## src/rtl/axi_lite_pkg.sv

```systemverilog
// Shared response codes and address decode helper for the AXI4-Lite register slave.
package axi_lite_pkg;

   localparam logic [1:0] RESP_OKAY   = 2'b00;
   localparam logic [1:0] RESP_EXOKAY = 2'b01;
   localparam logic [1:0] RESP_SLVERR = 2'b10;
   localparam logic [1:0] RESP_DECERR = 2'b11;

   localparam int DECODE_ADDR_W = 64;

   // Word address below numRegs means the index fits and every upper bit is zero.
   function automatic logic addrMapped(input logic [DECODE_ADDR_W-1:0] addr,
                                       input int                        numRegs);
      logic [DECODE_ADDR_W-1:0] wordAddr;
      wordAddr = addr >> 2;
      return (wordAddr < DECODE_ADDR_W'(numRegs));
   endfunction

endpackage

```

## src/rtl/axi_lite_regfile.sv

```systemverilog
// Register array with one byte-enabled write port and one combinational read port.
module axi_lite_regfile
   import axi_lite_pkg::*;
#(
   parameter int DATA_WIDTH = 32,
   parameter int NUM_REGS   = 16,
   parameter int IDX_W      = 4
) (
   input  logic                    i_clk,
   input  logic                    i_reset,
   input  logic                    i_wrEn,
   input  logic [IDX_W-1:0]        i_wrIdx,
   input  logic [DATA_WIDTH-1:0]   i_wrData,
   input  logic [DATA_WIDTH/8-1:0] i_wrBe,
   input  logic [IDX_W-1:0]        i_rdIdx,
   output logic [DATA_WIDTH-1:0]   o_rdData
);

   logic [DATA_WIDTH-1:0] r_regs [NUM_REGS];

   always_ff @(posedge i_clk) begin
      if (i_reset) begin
         for (int i = 0; i < NUM_REGS; i++) begin
            r_regs[i] <= '0;
         end
      end else if (i_wrEn) begin
         for (int b = 0; b < DATA_WIDTH/8; b++) begin
            if (i_wrBe[b]) begin
               r_regs[i_wrIdx][8*b +: 8] <= i_wrData[8*b +: 8];
            end
         end
      end
   end

   // Read sees the pre-edge contents, so a same-cycle write is not visible yet.
   assign o_rdData = r_regs[i_rdIdx];

endmodule

```

## src/rtl/axi_lite_slave.sv

```systemverilog
// AXI4-Lite control/status register slave; independent write (AW/W/B) and read (AR/R) channels.
// Define AXI_LITE_WSTRB_EN to add the WSTRB port and per-byte write enables.
module axi_lite_slave
   import axi_lite_pkg::*;
#(
   parameter int ADDR_WIDTH = 32,
   parameter int DATA_WIDTH = 32,
   parameter int NUM_REGS   = 16
) (
   input  logic                    ACLK,
   input  logic                    ARESET,
   input  logic [ADDR_WIDTH-1:0]   AWADDR,
   input  logic                    AWVALID,
   output logic                    AWREADY,
   input  logic [DATA_WIDTH-1:0]   WDATA,
`ifdef AXI_LITE_WSTRB_EN
   input  logic [DATA_WIDTH/8-1:0] WSTRB,
`endif
   input  logic                    WVALID,
   output logic                    WREADY,
   output logic [1:0]              BRESP,
   output logic                    BVALID,
   input  logic                    BREADY,
   input  logic [ADDR_WIDTH-1:0]   ARADDR,
   input  logic                    ARVALID,
   output logic                    ARREADY,
   output logic [DATA_WIDTH-1:0]   RDATA,
   output logic [1:0]              RRESP,
   output logic                    RVALID,
   input  logic                    RREADY
);

   localparam int IDX_W = (NUM_REGS > 1) ? $clog2(NUM_REGS) : 1;

   logic                    r_awHeld;
   logic                    r_wHeld;
   logic [ADDR_WIDTH-1:0]   r_awAddr;
   logic [DATA_WIDTH-1:0]   r_wData;
   logic [DATA_WIDTH/8-1:0] r_wStrb;
   logic                    r_bValid;
   logic [1:0]              r_bResp;
   logic                    r_rValid;
   logic [DATA_WIDTH-1:0]   r_rData;
   logic [1:0]              r_rResp;

   logic                    w_awHs;
   logic                    w_wHs;
   logic                    w_arHs;
   logic                    w_commit;
   logic [ADDR_WIDTH-1:0]   w_wrAddr;
   logic [DATA_WIDTH-1:0]   w_wrData;
   logic [DATA_WIDTH/8-1:0] w_wrStrb;
   logic                    w_wrMapped;
   logic                    w_rdMapped;
   logic [DATA_WIDTH-1:0]   w_rdData;

   assign AWREADY = !r_awHeld && !r_bValid;
   assign WREADY  = !r_wHeld && !r_bValid;
   assign ARREADY = !r_rValid;
   assign BVALID  = r_bValid;
   assign BRESP   = r_bResp;
   assign RVALID  = r_rValid;
   assign RDATA   = r_rData;
   assign RRESP   = r_rResp;

   assign w_awHs   = AWVALID && AWREADY;
   assign w_wHs    = WVALID && WREADY;
   assign w_arHs   = ARVALID && ARREADY;
   assign w_commit = (r_awHeld || w_awHs) && (r_wHeld || w_wHs);

   // A held beat wins over the bus, since the bus value may already have moved on.
   assign w_wrAddr = r_awHeld ? r_awAddr : AWADDR;
   assign w_wrData = r_wHeld ? r_wData : WDATA;
`ifdef AXI_LITE_WSTRB_EN
   assign w_wrStrb = r_wHeld ? r_wStrb : WSTRB;
`else
   assign w_wrStrb = '1;
`endif

   assign w_wrMapped = addrMapped(DECODE_ADDR_W'(w_wrAddr), NUM_REGS);
   assign w_rdMapped = addrMapped(DECODE_ADDR_W'(ARADDR), NUM_REGS);

   axi_lite_regfile #(
      .DATA_WIDTH (DATA_WIDTH),
      .NUM_REGS   (NUM_REGS),
      .IDX_W      (IDX_W)
   ) uRegfile (
      .i_clk    (ACLK),
      .i_reset  (ARESET),
      .i_wrEn   (w_commit && w_wrMapped),
      .i_wrIdx  (w_wrAddr[IDX_W+1:2]),
      .i_wrData (w_wrData),
      .i_wrBe   (w_wrStrb),
      .i_rdIdx  (ARADDR[IDX_W+1:2]),
      .o_rdData (w_rdData)
   );

   // Commit can only happen while BVALID is low, so it never races the B handshake.
   always_ff @(posedge ACLK) begin
      if (ARESET) begin
         r_awHeld <= 1'b0;
         r_wHeld  <= 1'b0;
         r_awAddr <= '0;
         r_wData  <= '0;
         r_wStrb  <= '0;
         r_bValid <= 1'b0;
         r_bResp  <= RESP_OKAY;
      end else begin
         if (w_awHs) begin
            r_awAddr <= AWADDR;
         end
         if (w_wHs) begin
            r_wData <= WDATA;
            r_wStrb <= w_wrStrb;
         end
         if (w_commit) begin
            r_awHeld <= 1'b0;
            r_wHeld  <= 1'b0;
            r_bValid <= 1'b1;
            r_bResp  <= w_wrMapped ? RESP_OKAY : RESP_SLVERR;
         end else begin
            if (w_awHs) begin
               r_awHeld <= 1'b1;
            end
            if (w_wHs) begin
               r_wHeld <= 1'b1;
            end
            if (r_bValid && BREADY) begin
               r_bValid <= 1'b0;
            end
         end
      end
   end

   always_ff @(posedge ACLK) begin
      if (ARESET) begin
         r_rValid <= 1'b0;
         r_rData  <= '0;
         r_rResp  <= RESP_OKAY;
      end else if (w_arHs) begin
         r_rValid <= 1'b1;
         r_rData  <= w_rdMapped ? w_rdData : '0;
         r_rResp  <= w_rdMapped ? RESP_OKAY : RESP_SLVERR;
      end else if (r_rValid && RREADY) begin
         r_rValid <= 1'b0;
      end
   end

endmodule

```

## config.mk

```make
export PLATFORM = sky130hd
export DESIGN_NAME = axi_lite_slave
export DESIGN_NICKNAME = d
export VERILOG_FILES = /design/src/rtl/axi_lite_pkg.sv /design/src/rtl/axi_lite_regfile.sv /design/src/rtl/axi_lite_slave.sv
export SDC_FILE = /design/constraint.sdc
export NUM_CORES = 1
export LEC_CHECK = 0
export BUFFER_PORTS_ARGS = -buffer_cell sky130_fd_sc_hd__buf_4
export CAP_MARGIN = 40
export CORE_MARGIN = 3
export CORE_UTILIZATION = 49
export DETAILED_ROUTE_END_ITERATION = 8
export HOLD_SLACK_MARGIN = 0.05
export PLACE_DENSITY = 0.77
export SLEW_MARGIN = 20
export SYNTH_ARGS = -nofsm -noshare
export SYNTH_HDL_FRONTEND = slang
export SYNTH_SLANG_ARGS = --single-unit
```

## constraint.sdc

```tcl
create_clock -name ACLK -period 15.6 [get_ports ACLK]
set_input_delay 2.34 -clock ACLK [delete_from_list [all_inputs] [get_ports ACLK]]
set_output_delay 2.34 -clock ACLK [all_outputs]
set_load 0.01 [all_outputs]
```

==> impl_metrics.yaml, run 1 <==
synth:
  synth.lib_cells_used.distinct: 48
  synth-edff-count: 512
  dominantRegCellSynth: "sky130_fd_sc_hd__edfxtp_1"
  syn-instance-count: 2351
  yosysWarnings: 0
  synth.yosys.seq_area_share_pct: 61.0
  syn-mean-instance-area_sq_um: 12.1
  asyncSetResetFlopFracSynth_pct: 0
  post_synthesis_cell_area_sq_mm: 0.0285
  synth_seq_cells: 612
pwr:
  netSwitchingPower_uw: 918
  intPower_uw: 2790
  sw_frac_of_total_pct: 24.7
  power-per-cell-area_mw_per_mm2: 114
  static-leakage-power_uw: 0.0107
  ir_worst_vdd_mv: 0.0741
  sequentialPowerShare_pct: 49.8
  clkPwrFrac_pct: 39.4
  share_comb_of_total_power_pct: 10.8
timing:
  grt_setup_unrepaired: "no"
  fin_setup_tns_ns: 0
  max_freq_ghz: 0.191
  hold-worst-slack_ns: 0.453
  tightestPinTransition_ns: 0.904
  finalWorstPathRequiredPeriod_ns: 5.25
  worst_clock_skew_ns: 0.0215
  setup_viol: 0
  final-max-slew-violation-count: 0
  final_hold_viol_count: 0
  maxSlewHeadroom_pct: 39.7
  min_period_over_period_pct: 33.6
grt:
  grt_pass1_wl_um: 130000
  via_count_of_the_first_global_routing_pass: 21600
  globalRouteOverflowTotal: 0
  grt_antenna_before_repair: 0
  grtUsageTotal_pct: 28.1
  pin_count_of_the_biggest_net_entering_global_routing: 255
flow_run:
  drv.max_cap_violation_count: 0
placement:
  dp_hpwl_um: 47700
  gp_routability_congestion: 0.803
  numPlacedInstances: 3036
  portBuffers: 137
clocking:
  hold_buffers: 0
  tritoncts: "yes"
  cts.htree.levels: 2
  cts_inserted_buffers: 59
  clock_insertion_delay_worst_skew_ns: 0.62
  cts_num_sinks: 612
  clock_tree.root_cell: "sky130_fd_sc_hd__clkbuf_16"
  number_of_gates_given_a_new_drive_strength_after_cts: 0
  postCtsSetupRepairBufs: 0
  path_clk_slew_ns: 0.06
  cts.path.max_buffers: 3
cells_and_area:
  layout-area-overhead-vs-synth_pct: 13.8
  diodes: 0
  layout.cells.non_filler: 3152
  design.final.nets: 2450
  final.fill_count: 4387
  drive_gt1_share_pct: 16.9
  final_cell_mix: "sky130_fd_sc_hd__edfxtp_1 (512), sky130_fd_sc_hd__nor4_1 (427), sky130_fd_sc_hd__nand2_1 (290)"
  area_of_the_multi_input_gates_sq_mm: 0.0102
  layout.cells.most_common: "sky130_fd_sc_hd__edfxtp_1"
  seqCellArea_sq_mm: 0.0174
setup_path:
  timing_worst_setup_path_type: "in2reg"
  critical-path-top-cell-by-count: "sky130_fd_sc_hd__buf_4"
  cp.required_ns: 15.84
  worstPathCellList: "buf_4, or4_1, o22ai_1, buf_4, nand3_1, buf_4, o21ai_4, buf_4"
  crit_arrival_ns: 5.49
  critPathMaxStageDelay_ns: 0.61
  crit_path_start_kind: "input pin"
  critical_path.max_fanout: 32
  setup.worst_path.end_class: "flip-flop"
  critical-path-slowest-cell: "sky130_fd_sc_hd__nand3_1"
route:
  via_per_instance_ratio: 6.95
  remaining_drc_errors: 0
  route.vias.total: 21900
  number_of_nets_with_antenna_violations_after_routing: 0
  number_of_optimization_iterations_in_the_first_detailed_route_pass: 7
  number_of_drc_markers_after_the_initial_detailed_route_iteration: 3402
  routed_wl_um: 87100
  drt-wirelength-per-cell_um: 27.6
floorplan:
  core-area_sq_mm: 0.0569
  die_area_sq_mm: 0.0611
  placement_rows: 87
  dieHeight_um: 247
  effective_utilization_at_floorplan_pct: 50.1
  die_width_um: 247
  floorplan.io_pins: 144
run_status:
  status: "finished, final reports clean"
min_path:
  hp-class: "reg2reg"
[critical path, delay by kind of cell]
kind,cells,cell delay [ns]
buffers and inverters,4,1.50
and+or+nand+nor,2,1.11
AOI/OAI and AO/OA,2,0.52
[synthesized netlist by cell type, types with 2 or more instances]
library cell / number / area, sq um
sky130_fd_sc_hd__o32ai_2: 2 / 32.5
sky130_fd_sc_hd__nor3_1: 71 / 355
sky130_fd_sc_hd__nor4b_1: 3 / 26.3
sky130_fd_sc_hd__and2_1: 3 / 18.8
sky130_fd_sc_hd__o21ai_0: 43 / 215
sky130_fd_sc_hd__mux2i_1: 192 / 1920
sky130_fd_sc_hd__nand4_1: 9 / 56.3
sky130_fd_sc_hd__clkbuf_1: 172 / 646
sky130_fd_sc_hd__a22oi_1: 64 / 480
sky130_fd_sc_hd__nand3_1: 5 / 25.0
sky130_fd_sc_hd__edfxtp_1: 512 / 15400
sky130_fd_sc_hd__o21ai_1: 2 / 10.0
sky130_fd_sc_hd__o41ai_1: 6 / 52.6
sky130_fd_sc_hd__a221oi_1: 32 / 280
sky130_fd_sc_hd__mux2_2: 32 / 360
sky130_fd_sc_hd__nor2_1: 13 / 48.8
sky130_fd_sc_hd__nand2_1: 295 / 1110
sky130_fd_sc_hd__nand2b_1: 2 / 12.5
sky130_fd_sc_hd__nor4_1: 427 / 2670
sky130_fd_sc_hd__mux4_2: 32 / 721
sky130_fd_sc_hd__buf_4: 4 / 30.0
sky130_fd_sc_hd__dfxtp_1: 100 / 2000
sky130_fd_sc_hd__a21oi_1: 64 / 320
sky130_fd_sc_hd__or4_1: 3 / 22.5
sky130_fd_sc_hd__nor3b_1: 33 / 248
sky130_fd_sc_hd__o2bb2ai_1: 32 / 280
sky130_fd_sc_hd__buf_2: 85 / 425
sky130_fd_sc_hd__inv_1: 9 / 33.8
sky130_fd_sc_hd__o22ai_1: 2 / 12.5
sky130_fd_sc_hd__nor2b_1: 3 / 18.8
sky130_fd_sc_hd__a211oi_1: 65 / 488
sky130_fd_sc_hd__buf_1: 18 / 67.6
[final timing paths]
| path | from | end | slack (ns) | cells past startpoint |
|---|---|---|---|---|
| max | AWADDR[28] | uRegfile.r_regs[0][9]$_SDFFCE_PN0P_ | 10.35 | 8 |
| min reg2reg | r_awAddr[14]$_SDFFE_PP0P_ | r_awAddr[14]$_SDFFE_PP0P_ | 0.45 | 2 |
| min | r_awAddr[14]$_SDFFE_PP0P_ | r_awAddr[14]$_SDFFE_PP0P_ | 0.45 | 2 |
| max reg2reg | r_awHeld$_SDFFE_PP0P_ | uRegfile.r_regs[0][9]$_SDFFCE_PN0P_ | 11.65 | 8 |
[registers in the layout, summed over array words and instances, names as in the netlist]
name,cells
BRESP,1
RVALID,1
RRESP,1
r_wData,32
RDATA,32
r_awHeld,1
r_wHeld,1
uRegfile.r_regs,512
r_awAddr,30
BVALID,1
[kinds of logic after synthesis]
group	after synthesis	share of synthesized area [%]
compound gates	318	7.87
buf+inv	289	4.23
flops	612	61.0
mux	256	10.5
other cells	1	0.0132
simple gates	875	16.4
[area by class of cell]
| type | instances | area share [%] |
|---|---|---|
| timing repair buffer | 213 | 5.93 |
| sequential | 612 | 53.6 |
| clock inverter | 30 | 1.02 |
| inverter | 10 | 0.116 |
| multi-input combinational | 1451 | 31.4 |
| clock buffer | 80 | 5.03 |
| tap | 756 | 2.92 |
[routing by layer]
metal	up-vias	GRT usage, %	wire length (um)
li1	9370	-	-
met3	299	7.48	12100
met1	10600	37.0	31500
met5	-	0	0
met4	0	13.2	4240
met2	1698	43.4	39200
[through the flow]
| stage | instance area, sq um | util [%] | total power, uW | setup slack, ns |
|---|---|---|---|---|
| after floorplan | 28500 | - | 2110 | 8.22 |
| after global placement | 30000 | 52.7 | 2240 | 9.16 |
| after detailed placement | 30400 | 53.3 | 2260 | 9.54 |
| after CTS | 32300 | 56.8 | 3700 | 10.18 |
| after global routing | 32400 | 57.0 | 3800 | 10.33 |
| final | 32400 | 57.0 | 3710 | 10.35 |
[power by group through the flow]
stage,clock network [uW],logic (uW),registers (uW)
CTS,1470,382,1850
finish,1460,401,1850
global route,1530,420,1850
floorplan,0,235,1880
global placement,0,361,1880
detailed placement,0,380,1880
(Power assumes the default switching activity.)
==> run 2: changes to the inputs <==
clock period = 5.2 ns   (was 15.6 ns; I/O delays follow)
==> impl_metrics.yaml, run 2 (synthesis results as in run 1) <==
run_status:
  status: "finished, final reports clean"
grt:
  grtUsageTotal_pct: 28.4
  pin_count_of_the_biggest_net_entering_global_routing: 152
  grt_pass1_wl_um: 131000
  via_count_of_the_first_global_routing_pass: 21800
  globalRouteOverflowTotal: 0
  grt_antenna_before_repair: 0
clocking:
  number_of_gates_given_a_new_drive_strength_after_cts: 0
  hold_buffers: 0
  cts.htree.levels: 3
  cts_inserted_buffers: 66
  cts.path.max_buffers: 3
  cts_num_sinks: 612
  tritoncts: "yes"
  postCtsSetupRepairBufs: 0
  clock_insertion_delay_worst_skew_ns: 0.59
  clock_tree.root_cell: "sky130_fd_sc_hd__clkbuf_16"
  path_clk_slew_ns: 0.06
cells_and_area:
  layout.cells.most_common: "sky130_fd_sc_hd__edfxtp_1"
  layout.cells.non_filler: 3174
  top_register_by_number_of_flip_flops: "uRegfile.r_regs"
  design.final.nets: 2468
  diodes: 0
  layout-area-overhead-vs-synth_pct: 14.8
  drive_gt1_share_pct: 17.6
  final_cell_mix: "sky130_fd_sc_hd__edfxtp_1 (512), sky130_fd_sc_hd__nor4_1 (427), sky130_fd_sc_hd__nand2_1 (291)"
  largest_register_ff_count: 512
  finish.utilization_pct: 57.5
floorplan:
  die_area_sq_mm: 0.0611
  core-area_sq_mm: 0.0569
  floorplan.io_pins: 144
  placement_rows: 87
  dieHeight_um: 247
  effective_utilization_at_floorplan_pct: 50.1
  die_width_um: 247
pwr:
  clkPwrFrac_pct: 40.9
  share_comb_of_total_power_pct: 10.7
  sequentialPowerShare_pct: 48.5
  power-per-cell-area_mw_per_mm2: 349
  netSwitchingPower_uw: 2830
  ir_worst_vdd_mv: 0.279
  intPower_uw: 8590
  fin_total_pwr_uw: 11400
  sw_frac_of_total_pct: 24.8
  static-leakage-power_uw: 0.0109
route:
  route.vias.total: 21900
  via_per_instance_ratio: 6.91
  number_of_drc_markers_after_the_initial_detailed_route_iteration: 3090
  drt-wirelength-per-cell_um: 27.6
  remaining_drc_errors: 0
  routed_wl_um: 87500
  number_of_nets_with_antenna_violations_after_routing: 0
  number_of_optimization_iterations_in_the_first_detailed_route_pass: 6
timing:
  min_period_over_period_pct: 67.2
  max_freq_ghz: 0.286
  setup_viol: 0
  final_hold_viol_count: 0
  worst_clock_skew_ns: 0.0205
  final-max-slew-violation-count: 0
  hold-worst-slack_ns: 0.376
  finalWorstPathRequiredPeriod_ns: 3.49
  tightestPinTransition_ns: 0.884
  fin_setup_tns_ns: 0
  maxSlewHeadroom_pct: 40.9
  grt_setup_unrepaired: "no"
setup_path:
  critical-path-top-cell-by-count: "sky130_fd_sc_hd__buf_4"
  crit_arrival_ns: 3.71
  critical_path.max_fanout: 60
  critPathMaxStageDelay_ns: 0.55
  regToRegStartpoint: "r_awHeld$_SDFFE_PP0P_"
  setup.worst_path.end_class: "flip-flop"
  worstPathCellList: "buf_8, or4b_1, o22ai_1, buf_4, nand2_4, buf_4, buf_16, o41ai_2, buf_4"
  critical-path-slowest-cell: "sky130_fd_sc_hd__buf_4"
  timing_worst_setup_path_type: "reg2reg"
  crit_path_start_kind: "flip-flop"
  cp.required_ns: 5.41
  worst_setup_path_startpoint: "r_awHeld$_SDFFE_PP0P_"
min_path:
  min-delay-start: "RREADY"
  hp-class: "in2reg"
flow_run:
  drv.max_cap_violation_count: 0
placement:
  dp_hpwl_um: 50200
  portBuffers: 137
  numPlacedInstances: 3051
  gp_routability_congestion: 0.822
[run 2: cell count changes in the layout (fill, tap and decap cells not counted), sizes merged]
cell	change
inv	+3
clkinvlp	-1
clkbuf	+19
clkinv	-5
bufinv	-5
buf	+11
[run 2: metrics by stage]
stage / instance area (sq um) / setup WS (ns)
final: 32700 / 1.71
after global routing: 32700 / 1.57
after CTS: 32700 / 1.78
after detailed placement: 30500 / 1.54
after global placement: 30200 / 1.36
after floorplan: 28500 / -0.620
[run 2: area by class of cell]
type                    instances  area (sq um)
clock inverters                22           175
inverters                      10          37.5
multi-input cells            1451         10200
repair buffers                224          1980
well taps                     756           946
fillers                      4324         24200
clock buffers                  99          1980
flip-flops and latches        612         17400
[run 2: metal layers]
metal,GRT usage [%],vias up,wire length (um)
met1,37.4,10500,32100
met3,7.50,325,11700
met4,13.1,0,4030
li1,-,9393,-
met5,0,-,0
met2,44.2,1718,39700
[run 2: worst paths after layout]
| path | endpoint | cells past startpoint | slack [ns] |
|---|---|---|---|
| setup / recovery | uRegfile.r_regs[10][11]$_SDFFCE_PN0P_ | 9 | 1.71 |
| hold / removal | RVALID$_SDFFE_PP0P_ | 2 | 0.38 |
| setup reg to reg | uRegfile.r_regs[10][11]$_SDFFCE_PN0P_ | 9 | 1.71 |
| hold reg to reg | r_awAddr[28]$_SDFFE_PP0P_ | 2 | 0.45 |
[run 2: critical path, delay by kind of cell, from the launching register on]
kind / cells / cell delay (ns)
AO/OA/AOI/OAI: 2 / 0.55
buffers and inverters: 5 / 1.51
flip-flops: 1 / 0.49
AND/OR/NAND/NOR: 2 / 0.52
[run 2: power groups by stage]
stage	Clock, uW	Sequential, uW	Combinational (uW)
global route	4880	5550	1280
CTS	4680	5540	1180
global placement	0	5630	1100
floorplan	0	5630	705
finish	4670	5540	1220
detailed placement	0	5640	1170
